--- src/rtl/crc16_rx_pkg.sv ---
// Shared definitions for the receive-side CRC-16 frame checker:
// FSM state encoding, polynomial-select encoding and CRC width.
package crc16_rx_pkg;

  localparam int CRC_W = 16;

  localparam logic POLY_1021 = 1'b0;
  localparam logic POLY_8005 = 1'b1;

  typedef enum logic [2:0] {
    IDLE   = 3'd0,
    FILL   = 3'd1,
    STREAM = 3'd2,
    DRAIN  = 3'd3,
    STATUS = 3'd4
  } state_t;

endpackage

--- src/rtl/crc16_1021.sv ---
// One-byte step of the MSB-first (left-shifting) CRC-16 with polynomial 0x1021.
// Ports:
//   crc_i  : current CRC value
//   data_i : input byte, consumed MSB first
//   crc_o  : CRC value after absorbing data_i
module crc16_1021
  import crc16_rx_pkg::*;
(
  input  logic [CRC_W-1:0] crc_i,
  input  logic [7:0]       data_i,
  output logic [CRC_W-1:0] crc_o
);

  logic [CRC_W-1:0] c;

  always_comb begin
    c = crc_i ^ {data_i, 8'h00};
    for (int i = 0; i < 8; i++) begin
      c = c[CRC_W-1] ? ((c << 1) ^ 16'h1021) : (c << 1);
    end
    crc_o = c;
  end

endmodule

--- config.mk ---
export PLATFORM = sky130hd
export DESIGN_NAME = crc16_1021
export DESIGN_NICKNAME = d
export VERILOG_FILES = /design/src/rtl/crc16_rx_pkg.sv /design/src/rtl/crc16_1021.sv
export SDC_FILE = /design/constraint.sdc
export NUM_CORES = 1
export LEC_CHECK = 0
export CAP_MARGIN = 15
export CORE_AREA = 2 2 39 41
export DETAILED_ROUTE_END_ITERATION = 6
export DIE_AREA = 0 0 41 43
export GPL_ROUTABILITY_DRIVEN = 0
export GPL_TIMING_DRIVEN = 0
export PLACE_DENSITY = 0.8
export SLEW_MARGIN = 40
export SYNTH_ARGS = -nofsm -noshare
export SYNTH_HDL_FRONTEND = slang
export SYNTH_SLANG_ARGS = --single-unit
--- constraint.sdc ---
create_clock -name vclk -period 1.4
set_clock_uncertainty 0.1 [all_clocks]
set_input_delay 0.21 -clock vclk [all_inputs]
set_output_delay 0.21 -clock vclk [all_outputs]
set_load 0.05 [all_outputs]
==> impl_metrics.ini, run 1 <==
[setup_path]
end_kind = output port
crit_required_ns = 1.09
critPathArrivalTime_ns = 1.20
startpoint_type = input pin
critPathKind = in -> out
critPathMaxFanout = 4

[logic_synthesis]
ys_warn_count = 0
synth_top_family_by_area = XOR/XNOR gates
seq_area_frac_synth_pct = 0
synth-xor-area-share_pct = 99.0
netlist_instances = 25
synth_nets = 49
synth-simple-area-share_pct = 0
synthMuxAreaShare_pct = 0
synth_area_leaders = xnor3_1 31%, xnor2_1 21%, xor3_1 19%
synth.avg_cell_area_um2 = 14.8
netlist_area_um2 = 369
synthAdderAreaFrac_pct = 0
synth-compound-area-share_pct = 0
synth_top_area_cell = xnor3_1
netlist.area_leader.share_pct = 30.5
synth_cell_types = 7

[clock_network]
cts.hold.buffers_added = 0

[job]
maxCapViolCount = 0

[timing]
slew_viol_final = 0
timing.final.crit_share_pct = 108
setup-tns-final_ns = -0.587
tightest_slew_ns = 0.255
setup_viol = 7
layout_setup_ws_ns = -0.110
maxSlewHeadroom_pct = 83.1
rsz0062_at_grt = true
final-hold-violation-count = 0
min_period_ns = 1.51
max_clock_freq_mhz = 662

[detailed_routing]
drt_iter0_drc = 4
vias = 431
routedWlPerCell_um = 17.6
drc_errors = 0
drt_pass1_iterations = 2
antenna_left = 0
wirelength_mm = 1.81
viasPerCell = 4.18

[status]
violations = setup timing
outcome = complete, but fails checks

[grt]
antenna_found_initial = 0
grt_pass1_vias = 445
gr-total-overflow = 0
grt_start_max_net_pins = 5
track_usage_pct = 18.1
grt_pass1_wl_mm = 2.15

[floorplanning]
start_util_pct = 26.7
fp.dieArea_um2 = 1760
core_um2 = 1380
row_count = 14
io-pin-count = 40
die_w_um = 41
die_h_um = 43

[cells_and_area]
seq_cell_count = 0
num_antenna_cells = 0
final_area_um2 = 1260
register_area_um2 = 0
clkbuf_count = 0
drive_gt1_share_pct = 87.4
final_cell_mix = 23 x buf_6, 15 x buf_4, 13 x buf_8
area_delta_synth_final_pct = 240
multi_input_area_um2 = 544
layout.cells.non_filler = 103
final_common_cell = buf_6
fill_cells = 46
final_nets = 113

[pwr]
power_per_cell_area_nw_per_um2 = 992
clockPowerShare_pct = 0
power_frac_comb_pct = 100.0
p_int_mw = 0.612
p_switching_mw = 0.634
leakage_nw = 0.635
power_frac_seq_pct = 0
swShare_pct = 50.9
peakVddDrop_mv = 0.836

[placement]
io_buffers = 40
placedCellCount = 81
dp_hpwl_um = 808
postPlaceCellArea_um2 = 897

[hold_path]
min_path_type = in -> out
timing.hold.worst_path_depth = 5
holdPathEnd = crc_o[1]
hp-start = crc_i[13]
[repair_timing]
item,in CTS,in global routing
setup endpoints to repair,16,13
gates resized for setup,212,19
buffers inserted,18,6
pin swaps,17,12
[layer usage]
| metal | global-route usage, % | share of wire (%) | vias up |
|---|---|---|---|
| met1 | 22.9 | 34 | 203 |
| met4 | 0 | 2.8 | 0 |
| met2 | 34.1 | 58 | 18 |
| li1 | - | - | 206 |
| met5 | 0 | 0 | - |
| met3 | 0.524 | 5.5 | 4 |
[cells in the mapped netlist]
| cell | instances |
|---|---|
| inv_1 | 1 |
| xnor2_1 | 9 |
| xnor2_2 | 3 |
| xnor3_1 | 5 |
| xor2_1 | 3 |
| xor3_1 | 3 |
| xor3_4 | 1 |
[critical path, cell delays in order]
cell,delay [ns]
buf_8,0.10
xnor2_4,0.21
buf_6,0.14
xnor3_2,0.35
buf_8,0.17
[how the worst max path moves through the flow]
stage | endpoint | slack [ns] | startpoint | depth (start not counted)
4_1_cts | crc_o[12] | -0.15 | crc_i[4] | 4
2_1_floorplan | crc_o[0] | -0.20 | data_i[4] | 3
5_1_grt | crc_o[6] | -0.13 | data_i[1] | 5
3_3_place_gp | crc_o[14] | -1.17 | data_i[6] | 4
3_5_place_dp | crc_o[14] | -1.20 | data_i[6] | 4
6_report | crc_o[6] | -0.11 | data_i[5] | 5
[power groups by stage]
stage                     logic (mW)  clock network [mW]  registers (mW)
after global routing            1.28                   0               0
after detailed placement       0.956                   0               0
after floorplan                0.660                   0               0
after CTS                       1.17                   0               0
final                           1.25                   0               0
after global placement         0.949                   0               0
[cell families after synthesis]
family                    Yosys count
xor gates and xnor gates           24
buffers and inverters               1
[layout make-up]
class | instances | area share [%]
inverter | 1 | 0.498
multi-input combinational | 24 | 43.3
timing repair buffer | 62 | 54.6
tap | 16 | 1.59
[metrics by stage]
step                hold WS [ns]  worst slack [ns]  total power, mW  utilization [%]
floorplan                  0.512            -0.198            0.660                -
global placement            1.55             -1.17            0.949             64.8
detailed placement          1.56             -1.20            0.956             64.8
CTS                        0.854            -0.151             1.17             83.2
global route               0.861            -0.131             1.28             90.8
finish                     0.840            -0.110             1.25             90.8
Power figures use the tool's default switching activity.
==> run 2, diff against run 1 <==
Settings changed: CELL_PAD_IN_SITES_DETAIL_PLACEMENT set to 1, CELL_PAD_IN_SITES_GLOBAL_PLACEMENT set to 2, CORE_AREA 2 2 39 41 to not set, CORE_MARGIN set to 2, CORE_UTILIZATION set to 16, DIE_AREA 0 0 41 43 to not set, PLACE_DENSITY 0.8 to not set, PLACE_DENSITY_LB_ADDON set to 0.1.
==> run 2 against run 1 <==
The flow still finishes with violations (setup timing). Hold slack worse by 0.011 ns. Maximum frequency is 0.53% higher. Core utilization is 33 points lower. Die area is 54% higher. Critical path depth is 1 higher. Clock-buffer cell count stayed put.
==> impl_metrics.ini, run 2 (synthesis results as in run 1) <==
[setup_path]
end_kind = output port
critPathMaxFanout = 3
critPathArrivalTime_ns = 1.19
startpoint_type = input pin
slowest_stage = xor3_4
critPathTopFamily = buffers and inverters
critPathKind = in -> out
path_cells = buf_8, xnor2_4, buf_6, buf_6, xor3_4, buf_8
path_buf_inv = 4
crit_required_ns = 1.09
cp_slowest_stage_delay_ns = 0.32

[placement]
placedCellCount = 93
dp_hpwl_um = 847
io_buffers = 40

[timing]
setup_viol = 7
tightest_slew_ns = 0.250
maxSlewHeadroom_pct = 83.5
max_clock_freq_mhz = 666
slew_viol_final = 0
setup-tns-final_ns = -0.422
min_period_ns = 1.50
fin_hold_ws_ns = 0.830
timing.final.crit_share_pct = 107
layout_setup_ws_ns = -0.102
final-hold-violation-count = 0
rsz0062_at_grt = true

[hold_path]
hp-start = crc_i[7]
min_path_type = in -> out
timing.hold.worst_path_depth = 3
holdPathEnd = crc_o[15]

[cells_and_area]
final_nets = 116
layout.cells.non_filler = 118
final_cell_mix = 24 x buf_6, 19 x buf_4, 12 x buf_8
num_antenna_cells = 0
clkbuf_count = 0
area_delta_synth_final_pct = 245
register_area_um2 = 0
multi_input_area_um2 = 556
final_common_cell = buf_6
seq_cell_count = 0
drive_gt1_share_pct = 87.8
fill_cells = 217
final_util_pct = 58.1

[detailed_routing]
vias = 430
wirelength_mm = 1.34
drt_pass1_iterations = 2
drc_errors = 0
viasPerCell = 3.64
antenna_left = 0
routedWlPerCell_um = 11.3
drt_iter0_drc = 1

[grt]
grt_pass1_wl_mm = 1.83
track_usage_pct = 8.70
gr-total-overflow = 0
met2_usage_pct = 15.8
use_met1_pct = 11.7
gr-max-usage-layer = met2
met3_usage_pct = 0.862
grt_pass1_vias = 401
grt_start_max_net_pins = 5
antenna_found_initial = 0

[pwr]
leakage_nw = 0.639
power_per_cell_area_nw_per_um2 = 959
power_mw = 1.22
peakVddDrop_mv = 0.503

[floorplanning]
start_util_pct = 16.8
fp.dieArea_um2 = 2710
die_w_um = 52.0
core_um2 = 2190
io-pin-count = 40
row_count = 17
die_h_um = 52.0

[status]
violations = setup timing
outcome = complete, but fails checks

[clock_network]
cts.hold.buffers_added = 0

[job]
maxCapViolCount = 0
[run 2: layout make-up]
type,count,share of cell area [%]
inverters,1,0.491
well taps,28,2.75
multi-input cells,24,43.6
repair buffers,65,53.1
[run 2: worst max path at each step]
stage | startpoint | endpoint | slack, ns | cells past startpoint
floorplan | data_i[4] | crc_o[0] | -0.20 | 3
global placement | data_i[6] | crc_o[14] | -1.24 | 4
detailed placement | data_i[6] | crc_o[14] | -1.24 | 4
CTS | crc_i[4] | crc_o[12] | -0.15 | 4
global route | data_i[6] | crc_o[14] | -0.14 | 6
finish | data_i[6] | crc_o[14] | -0.10 | 6
[run 2: metrics by stage]
step	instance area, um^2	worst slack (ns)
3_5_place_dp	912	-1.24
2_1_floorplan	477	-0.198
4_1_cts	1120	-0.154
3_3_place_gp	912	-1.24
5_1_grt	1270	-0.135
6_report	1270	-0.102
[run 2: layer usage]
layer / vias to the layer above / routed length, um
met1: 200 / 486
met4: 0 / 0
met2: 20 / 759
li1: 210 / -
met3: 0 / 90
met5: - / 0
[run 2: timing repair]
action                     in CTS  in global routing
gates resized for setup       208                 27
gates cloned                    0                  0
setup endpoints to repair      16                 13
pin swaps                      19                 12
buffers inserted               20                  6
[run 2: power by group]
part / switching [mW] / internal [mW] / total, mW
clock network: 0 / 0 / 0
registers: 0 / 0 / 0
logic: 0.611 / 0.611 / 1.22
total: 0.611 / 0.611 / 1.22
==> run 3, diff against run 2 <==
Settings changed: GPL_TIMING_DRIVEN 0 to not set, SLEW_MARGIN 40 to 5.
==> run 3 against run 2 <==
The run still ends with setup timing left. Non-clock buffer count is 2 lower. Flip-flop and latch count stayed put. Power is 13% higher. Final cell count fell by 1.7%. Final area is 11% higher. Core utilization grew 6.4 points. First-iteration DRC count down 100%. Maximum frequency down 0.85%. Clock-buffer cell count is the same. Critical endpoint is now crc_o[12]. Setup slack worse by 0.013 ns. Via count grew 1.9%. Global-route usage up 0.34 points.
==> impl_metrics.ini, run 3 (synthesis results as in run 1) <==
[placement]
io_buffers = 40
dp_slack_ns = -0.567
postPlaceCellArea_um2 = 1060

[setup_path]
end_kind = output port
slowest_stage = xnor3_2
crit_required_ns = 1.09
path_cells = buf_6, xnor2_4, buf_4, xnor3_2, buf_12
cp_slowest_stage_delay_ns = 0.42
startpoint_type = input pin
critPathMaxFanout = 3
critPathArrivalTime_ns = 1.20
critPathKind = in -> out

[cells_and_area]
final_nets = 114
drive_gt1_share_pct = 88.6
area_delta_synth_final_pct = 283
fill_cells = 208
final_common_cell = buf_6
final_cell_mix = 22 x buf_6, 13 x buf_4, 11 x buf_8
final_util_pct = 64.5
final_area_um2 = 1410
num_antenna_cells = 0
seq_cell_count = 0
register_area_um2 = 0
clkbuf_count = 0

[timing]
layout_setup_ws_ns = -0.114
timing.final.crit_share_pct = 108
rsz0062_at_grt = true
maxSlewHeadroom_pct = 87.6
setup_viol = 7
min_period_ns = 1.51
tightest_slew_ns = 0.185
slew_viol_final = 0
final-hold-violation-count = 0
max_clock_freq_mhz = 660

[detailed_routing]
routedWlPerCell_um = 12.8
drc_errors = 0
antenna_left = 0
drt_iter0_drc = 0
m1WireLength_um = 519
vias = 438
wl_met3_um = 97
viasPerCell = 3.78
top_layer = met3
drt_pass1_iterations = 1
met2_length_um = 871
wirelength_mm = 1.49

[hold_path]
min_path_type = in -> out
hp-start = data_i[3]
timing.hold.worst_path_depth = 5
holdPathEnd = crc_o[3]

[grt]
gr-total-overflow = 0
grt_pass1_wl_mm = 1.90
grt_start_max_net_pins = 6
antenna_found_initial = 0
grt_pass1_vias = 431
track_usage_pct = 9.04

[pwr]
power_mw = 1.38
leakage_nw = 0.676
power_per_cell_area_nw_per_um2 = 975
peakVddDrop_mv = 0.792

[floorplanning]
fp.dieArea_um2 = 2710
core_um2 = 2190
die_w_um = 52.0
io-pin-count = 40
start_util_pct = 16.8
die_h_um = 52.0
row_count = 17

[status]
violations = setup timing
outcome = complete, but fails checks

[job]
maxCapViolCount = 0

[clock_network]
cts.hold.buffers_added = 0
## run 3: power by group
group / total (mW) / internal (mW) / switching [mW]
Sequential: 0 / 0 / 0
Clock: 0 / 0 / 0
Combinational: 1.38 / 0.730 / 0.648
## run 3: final cells by class
| type | instances | area (um^2) | area share (%) |
|---|---|---|---|
| repair buffers | 63 | 776 | 54.9 |
| multi-input cells | 24 | 597 | 42.2 |
| inverters | 1 | 6.26 | 0.442 |
| well taps | 28 | 35.0 | 2.48 |
## run 3: timing repair
item | 4_1_cts | 5_1_grt
pin swaps | 20 | 9
setup endpoints to repair | 16 | 12
setup buffers | 11 | 3
hold endpoints to repair | 0 | 0
resized for setup | 120 | 17
## run 3: metal layers
metal / vias up / track usage, %
met5: - / 0
li1: 209 / -
met4: 0 / 0
met3: 0 / 0.862
met1: 209 / 11.3
met2: 20 / 17.5
## run 3: how the worst max path moves through the flow
stage                     startpoint        end  slack, ns  cells past startpoint
after floorplan            data_i[4]   crc_o[0]      -0.20                      3
after global placement     data_i[7]  crc_o[12]      -0.55                      4
after detailed placement   data_i[7]  crc_o[12]      -0.57                      4
after CTS                   crc_i[4]  crc_o[12]      -0.17                      4
after global routing       data_i[1]   crc_o[6]      -0.14                      5
final                      data_i[4]  crc_o[12]      -0.11                      5
## run 3: per-stage QoR
step	hold slack, ns	std cells	setup TNS (ns)
floorplan	0.512	25	-0.426
finish	0.869	116	-0.486
global placement	1.05	103	-6.77
CTS	0.863	113	-0.616
global route	0.893	116	-0.700
detailed placement	1.06	103	-6.91
## run 3: critical path, delay by kind of cell
family    cells  cell delay, ns
xor+xnor      2            0.59
buf+inv       3            0.39
